==> src/rtl/bcrypt_core_sequencer.sv <==
// Host-side sequencer that steps every bcrypt core through CLEAR, LOAD, COMPUTE and STORE,
// waiting for all cores to report the matching done code before each advance.
module bcrypt_core_sequencer #(
    parameter int unsigned NUM_CORES      = 2,
    parameter int unsigned CLEAR_CYCLES   = 2,
    parameter int unsigned TIMEOUT_CYCLES = 0
) (
    input  logic                    clk,
    input  logic                    rst_n,
    input  logic                    cmd_valid,
    output logic                    cmd_ready,
    input  logic                    err_clr,
    output logic [32*NUM_CORES-1:0] start,
    input  logic [32*NUM_CORES-1:0] done,
    output logic                    busy,
    output logic [1:0]              phase,
    output logic [NUM_CORES-1:0]    done_mask,
    output logic                    run_done,
    output logic                    err
);

    typedef enum logic [2:0] {
        S_IDLE, S_CLEAR, S_LOAD, S_COMPUTE, S_STORE, S_FINISH, S_ERROR
    } state_e;

    state_e      state_q, state_d;
    logic [31:0] timer_q, timer_d;
    logic [1:0]  phase_q, phase_d;
    logic        cmd_ready_q, cmd_ready_d;
    logic        busy_q, busy_d;
    logic        run_done_q, run_done_d;
    logic        err_q, err_d;

    logic [31:0] expected;
    logic        allMatch;
    logic        inWait;
    logic        clearHeld;
    logic        timedOut;

    always_comb begin
        expected = 32'h0;
        case (state_q)
            S_LOAD:    expected = 32'h1;
            S_COMPUTE: expected = 32'h2;
            S_STORE:   expected = 32'hFF;
            default:   expected = 32'h0;
        endcase
    end

    // Full 32-bit compare per core; a partial or unrelated status word never counts.
    always_comb begin
        done_mask = '0;
        for (int k = 0; k < NUM_CORES; k++) begin
            done_mask[k] = (done[32*k +: 32] == expected);
        end
    end

    assign allMatch  = &done_mask;
    assign inWait    = (state_q == S_CLEAR) || (state_q == S_LOAD) ||
                       (state_q == S_COMPUTE) || (state_q == S_STORE);
    assign clearHeld = (timer_q >= CLEAR_CYCLES - 1);
    assign timedOut  = (TIMEOUT_CYCLES != 0) && (timer_q >= TIMEOUT_CYCLES - 1);

    always_ff @(posedge clk or negedge rst_n) begin
        if (!rst_n) begin
            state_q     <= S_IDLE;
            timer_q     <= '0;
            phase_q     <= 2'd0;
            cmd_ready_q <= 1'b1;
            busy_q      <= 1'b0;
            run_done_q  <= 1'b0;
            err_q       <= 1'b0;
        end else begin
            state_q     <= state_d;
            timer_q     <= timer_d;
            phase_q     <= phase_d;
            cmd_ready_q <= cmd_ready_d;
            busy_q      <= busy_d;
            run_done_q  <= run_done_d;
            err_q       <= err_d;
        end
    end

    // A match in the same cycle as a timeout takes priority and advances the run.
    always_comb begin
        state_d = state_q;
        case (state_q)
            S_IDLE:    if (cmd_valid) state_d = S_CLEAR;
            S_CLEAR:   if (clearHeld && allMatch) state_d = S_LOAD;
                       else if (timedOut) state_d = S_ERROR;
            S_LOAD:    if (allMatch) state_d = S_COMPUTE;
                       else if (timedOut) state_d = S_ERROR;
            S_COMPUTE: if (allMatch) state_d = S_STORE;
                       else if (timedOut) state_d = S_ERROR;
            S_STORE:   if (allMatch) state_d = S_FINISH;
                       else if (timedOut) state_d = S_ERROR;
            S_FINISH:  state_d = S_IDLE;
            S_ERROR:   if (err_clr) state_d = S_IDLE;
            default:   state_d = S_IDLE;
        endcase

        timer_d = timer_q;
        if (state_d != state_q) begin
            timer_d = '0;
        end else if (inWait && (timer_q != '1)) begin
            timer_d = timer_q + 32'd1;
        end
    end

    always_comb begin
        phase_d     = 2'd0;
        cmd_ready_d = 1'b0;
        busy_d      = 1'b1;
        run_done_d  = 1'b0;
        err_d       = 1'b0;
        case (state_d)
            S_IDLE:    begin cmd_ready_d = 1'b1; busy_d = 1'b0; end
            S_LOAD:    phase_d = 2'd1;
            S_COMPUTE: phase_d = 2'd2;
            S_STORE:   phase_d = 2'd3;
            S_FINISH:  run_done_d = 1'b1;
            S_ERROR:   begin busy_d = 1'b0; err_d = 1'b1; end
            default:   phase_d = 2'd0;
        endcase
    end

    assign start     = {NUM_CORES{{30'b0, phase_q}}};
    assign phase     = phase_q;
    assign cmd_ready = cmd_ready_q;
    assign busy      = busy_q;
    assign run_done  = run_done_q;
    assign err       = err_q;

endmodule

==> config.mk <==
export PLATFORM = sky130hd
export DESIGN_NAME = bcrypt_core_sequencer
export DESIGN_NICKNAME = d
export VERILOG_FILES = /design/src/rtl/bcrypt_core_sequencer.sv
export SDC_FILE = /design/constraint.sdc
export NUM_CORES = 1
export LEC_CHECK = 0
export CORE_AREA = 2 2 72 74
export CTS_BUF_LIST = sky130_fd_sc_hd__clkbuf_16
export CTS_CLUSTER_SIZE = 25
export DETAILED_ROUTE_END_ITERATION = 8
export DIE_AREA = 0 0 74 76
export DONT_BUFFER_PORTS = 1
export GPL_TIMING_DRIVEN = 1
export PLACE_DENSITY_LB_ADDON = 0.08
export SKIP_LAST_GASP = 1
export SYNTH_ARGS = -nofsm -noshare
export SYNTH_HDL_FRONTEND = slang
export SYNTH_SLANG_ARGS = --single-unit
==> constraint.sdc <==
create_clock -name clk -period 6.21 [get_ports clk]
set_clock_uncertainty 0.05 [all_clocks]
set_input_delay 1.242 -clock clk [delete_from_list [all_inputs] [get_ports clk]]
set_output_delay 1.242 -clock clk [all_outputs]
set_load 0.01 [all_outputs]
## After elaboration in Yosys (flattened, before gate mapping)

Cells that the tools add are included.

| storage, ports and cells | value |
|---|---|
| flip-flop bits (word level) | 41 |
| logic and storage cells | 48 |

| operators by class | value |
|---|---|
| add/sub/neg operators | 1 |
| equal/unequal tests | 14 |
| magnitude comparators | 1 |
| reduce and logical (&&, ||, !) cells | 10 |
| mux-type cells | 15 |

Operators with widths:

| kind | count |
|---|---|
| equality test 32 bit | 2 |
| two-way mux 32 bit | 2 |
| adder 32 x 1 -> 32 bit (second input constant) | 1 |
| >= comparator 32 x 1 -> 1 bit (second input constant) | 1 |
| inequality test 32 bit (second input constant) | 1 |
| case mux 8 bit (3 select lines) | 1 |
| two-way mux 3 bit | 6 |
| case mux 3 bit (6 select lines) | 1 |
| equality test 3 bit (second input constant) | 5 |
| equality test 3 x 2 -> 1 bit (second input constant) | 4 |
| zero test 3 bit | 2 |
| case mux 2 bit (3 select lines) | 1 |
| two-way mux 1 bit | 4 |
| equality test 3 x 1 -> 1 bit (second input constant) | 1 |
| logical OR 1 bit | 3 |
| inequality test 3 bit | 1 |
| logical AND 1 bit | 2 |
| AND reduction 2 bit | 1 |
| nonzero test 2 bit | 1 |
| OR reduction 2 bit | 1 |

## Logic depth before layout (Yosys ltp)

| depth | value |
|---|---|
| depth after elaboration | 10 |
| mapped depth | 11 |
| depth with buffers taken out | 9 |

## Worst setup path after synthesis

Ideal clock, no wire load.

| timing path | value |
|---|---|
| path kind | in2out |
| start point | input done[35] |
| end point | output done_mask[1] |
| path buffers | 1 |
| setup slack | 2.266 ns |
| cell stages on the path | 6 |
| data required time | 4.918 ns |
| data arrival time | 2.652 ns |
| cells stage by stage | or4_1 -> nor3_1 -> a21oi_1 -> or4_4 -> buf_6 -> inv_1 |

| on the way | value |
|---|---|
| word-level cells in the longest chain between the ends | 1 |

RTL lines:

| item | RTL line | text |
|---|---|---|
| start: declaration | 14 | `input logic [32*NUM_CORES-1:0] done,` |
| equality test 32 bit | 54 | `done_mask[k] = (done[32*k +: 32] == expected);` |
| end: declaration | 17 | `output logic [NUM_CORES-1:0] done_mask,` |

No other way between the ends.

## Final worst setup path

Ends and elaborated chain as after synthesis.

==> insert_results.sql <==
INSERT INTO impl_metrics (metric_group, metric, value, unit) VALUES
('outcome', 'status', 'finished, final reports clean', ''),
('clocking', 'clock_tree.htree_level_count', '2', ''),
('route', 'vias_after_detailed_routing', '2194', ''),
('sta', 'worst_margin_slew', '0.9358', 'ns'),
('placed_design', 'gp_routability_congestion', '0.8023', ''),
('synthesis', 'postSynthCellCount', '353', ''),
('sta', 'min_period', '3.959', 'ns'),
('global_route', 'global_route.overflow_total', '0', ''),
('worst_hold_path', 'timing.hold.worst.class', 'flip-flop to flip-flop', ''),
('placed_design', 'dp.final_hpwl', '4174', 'microns'),
('synthesis', 'ys.flop_type', 'dfrtp_1', ''),
('setup_path', 'cp_data_required_time', '4.92', 'ns'),
('synthesis', 'ys_top_cells_by_area', 'dfrtp_1 33%, buf_4 16%, xnor2_1 7.5%, nor4_1 5.7%, nor2_1 5.5%', ''),
('die', 'width_of_the_chip', '74', 'microns'),
('die', 'chipHeight', '76', 'microns'),
('sta', 'setup_violations', '0', ''),
('synthesis', 'yosysTopAreaCell', 'dfrtp_1', ''),
('global_route', 'grt_antenna_before_repair', '0', ''),
('global_route', 'grt.met1_usage', '25.28', '%'),
('route', 'route.antenna.remaining_nets', '0', ''),
('clocking', 'cts_repair_resize_count', '0', ''),
('clocking', 'cts-hold-fix-buffers', '0', ''),
('flow_run', 'cap_viol_max_count', '0', ''),
('sta', 'rsz0062_at_grt', 'false', ''),
('synthesis', 'synth.top_cell.area_share', '32.80', '%'),
('global_route', 'grtUsageTotal', '19.82', '%'),
('setup_path', 'slowest_delay', '0.55', 'ns'),
('clocking', 'post_cts_buffers', '0', ''),
('synthesis', 'async_reset_ff_share', '100.0', '%'),
('synthesis', 'synth-warning-count', '0', ''),
('clocking', 'clock_sink_count', '41', ''),
('global_route', 'grt_max_degree', '42', ''),
('power', 'vdd_drop_max', '0.1781', 'mV'),
('synthesis', 'ys_top_cells_by_count', '67 x buf_4, 45 x nor2_1, 40 x dfrtp_1', ''),
('synthesis', 'number_of_enable_flip_flop_cells_after_synthesis', '0', ''),
('route', 'drc_errors', '0', ''),
('synthesis', 'ys_types', '53', ''),
('placed_design', 'numPortBuffers', '0', ''),
('sta', 'finalSetupTns', '0', 'ns'),
('global_route', 'vias_in_the_first_global_route', '1947', ''),
('sta', 'final_min_period_over_clock_period', '63.75', '%'),
('setup_path', 'crit_path_start_kind', 'primary input', ''),
('die', 'fp-row-count', '26', ''),
('setup_path', 'arrival', '2.67', 'ns'),
('global_route', 'grt.met2_usage', '32.77', '%'),
('route', 'drt_first_iter_violations', '137', ''),
('power', 'power_density', '253.4', 'nW/um^2'),
('sta', 'drv_slew', '0', ''),
('synthesis', 'synthMostInstantiatedCell', 'buf_4', ''),
('synthesis', 'syn_avg_cell_area', '8.645', 'sq um'),
('synthesis', 'synth-seq-cells', '41', ''),
('cells_and_area', 'post_route_cells_drive_above_1_share', '5.539', '%'),
('global_route', 'grt_pass1_wl', '8721', 'microns'),
('route', 'routed_via_density', '5.312', ''),
('sta', 'max_freq', '0.2526', 'GHz'),
('cells_and_area', 'diodes', '0', ''),
('die', 'area_of_the_core', '4912', 'sq um'),
('cells_and_area', 'areaGrowthSynthToFinish', '-4.838', '%'),
('setup_path', 'crit_fanout', '7', ''),
('clocking', 'worst_setup_hold_path_clk_slew', '0.06', 'ns'),
('sta', 'max-slew-margin-rel', '37.19', '%'),
('route', 'routed_wirelength', '5635', 'microns'),
('route', 'detail_route.wl_per_cell', '13.64', 'microns'),
('setup_path', 'cp-end-kind', 'output pin', ''),
('die', 'floorplan.initialDensity', '62.12', '%'),
('route', 'firstDrtPassIters', '4', ''),
('sta', 'report.final.hold_viol_count', '0', ''),
('global_route', 'grt-busiest-layer', 'met2', ''),
('clocking', 'clock_tree.buffer_depth', '2', ''),
('power', 'leakagePower', '1.217', 'nW'),
('clocking', 'tritoncts', 'done', ''),
('cells_and_area', 'post-route-util', '59.12', '%'),
('cells_and_area', 'fin_nets', '413', ''),
('setup_path', 'path_class', 'primary input to output pin', ''),
('die', 'die-area', '5624', 'sq um'),
('clocking', 'cts_inserted_buffers', '5', ''),
('global_route', 'gr_util_met3', '4.233', '%'),
('clocking', 'clk_latency', '0.28', 'ns'),
('die', 'ios', '140', ''),
('synthesis', 'ys_seq_area_share', '33.66', '%'),
('synthesis', 'post_synth_instance_area', '3052', 'sq um'),
('clocking', 'clock_tree_root', 'clkbuf_16', ''),
('setup_path', 'worstPathCellList', 'or4_1, nor3_1, a21oi_1, or4_4, inv_1', ''),
('setup_path', 'worst_path_max_delay_cell', 'or4_4', '');
## path summary, 6_finish.rpt
path	from	end	slack (ns)	cells past startpoint
max in group asynchronous	rst_n	cmd_ready	5.33	0
setup / recovery	done[35]	done_mask[1]	2.25	5
min in group asynchronous	rst_n	timer_q[14]	0.60	0
setup reg to reg	state_q[2]	timer_q[8]	3.13	7
hold reg to reg	timer_q[19]	timer_q[19]	0.53	2
hold / removal	timer_q[19]	timer_q[19]	0.53	2
## per-stage QoR
step / hold slack (ns) / std cells / setup WS (ns) / power, mW / instance area [sq um]
floorplan: 0.4688 / 412 / 2.266 / 0.4941 / 3273
global placement: 0.4943 / 405 / 2.278 / 0.4888 / 2765
detailed placement: 0.5155 / 405 / 2.248 / 0.4934 / 2765
CTS: 0.5335 / 413 / 2.247 / 0.7422 / 2904
global route: 0.5617 / 413 / 2.168 / 0.7802 / 2904
finish: 0.5318 / 413 / 2.251 / 0.7360 / 2904
## critical path: cells and delay by family
family	cells	cell delay, ns
buffers and inverters	1	0.13
AOI/OAI and AO/OA	1	0.08
and+or+nand+nor	3	1.21
## area by class of cell
cell class	count	area (sq um)
Multi-Input combinational cell	281	1602
Tap cell	70	87.58
Fill cell	462	2008
Sequential cell	41	1027
Clock buffer	5	125.1
Clock inverter	3	13.76
Inverter	13	48.80
## per-layer routing
metal	wire, microns	share of wire (%)
met2	2781	49
met4	52	0.92
met5	0	0
met3	358	6.4
met1	2443	43
## cell usage in the layout, fill, tap and decap left out, types with 3 or more instances in the layout
cell       count
o21bai_1       3
nor4_1        28
o21ai_0        3
and3_1         6
nand3_1       12
dfrtp_1       40
nor3_1        13
inv_1         14
clkbuf_16      5
xnor2_1       26
ha_1           3
conb_1        60
nand2_1       18
nand4_1       13
a21oi_1        4
o22ai_1        3
xor2_1         6
nor2_1        45
## cells by family after synthesis
| kind of cell | count (synthesis) | synth area share [%] |
|---|---|---|
| buffers and inverters | 90 | 21.12 |
| adder cells (fa/ha/maj) | 3 | 1.230 |
| AND/OR/NAND/NOR | 159 | 28.29 |
| other | 1 | 0.1229 |
| flip-flops | 41 | 33.66 |
| XOR/XNOR | 32 | 9.184 |
| AO/OA/AOI/OAI | 25 | 5.699 |
| multiplexers | 2 | 0.6970 |
## flip-flops by register name, indices dropped and copies added (netlist names)
signal,count
busy,1
state_q,3
phase,2
cmd_ready,1
run_done,1
err,1
timer_q,32
## where the power goes
| part | total, mW | switching, mW | internal, mW |
|---|---|---|---|
| Combinational | 0.128 | 0.0722 | 0.0555 |
| Clock | 0.245 | 0.0993 | 0.146 |
| Sequential | 0.363 | 0.0538 | 0.309 |
Power figures use the tool's default switching activity.
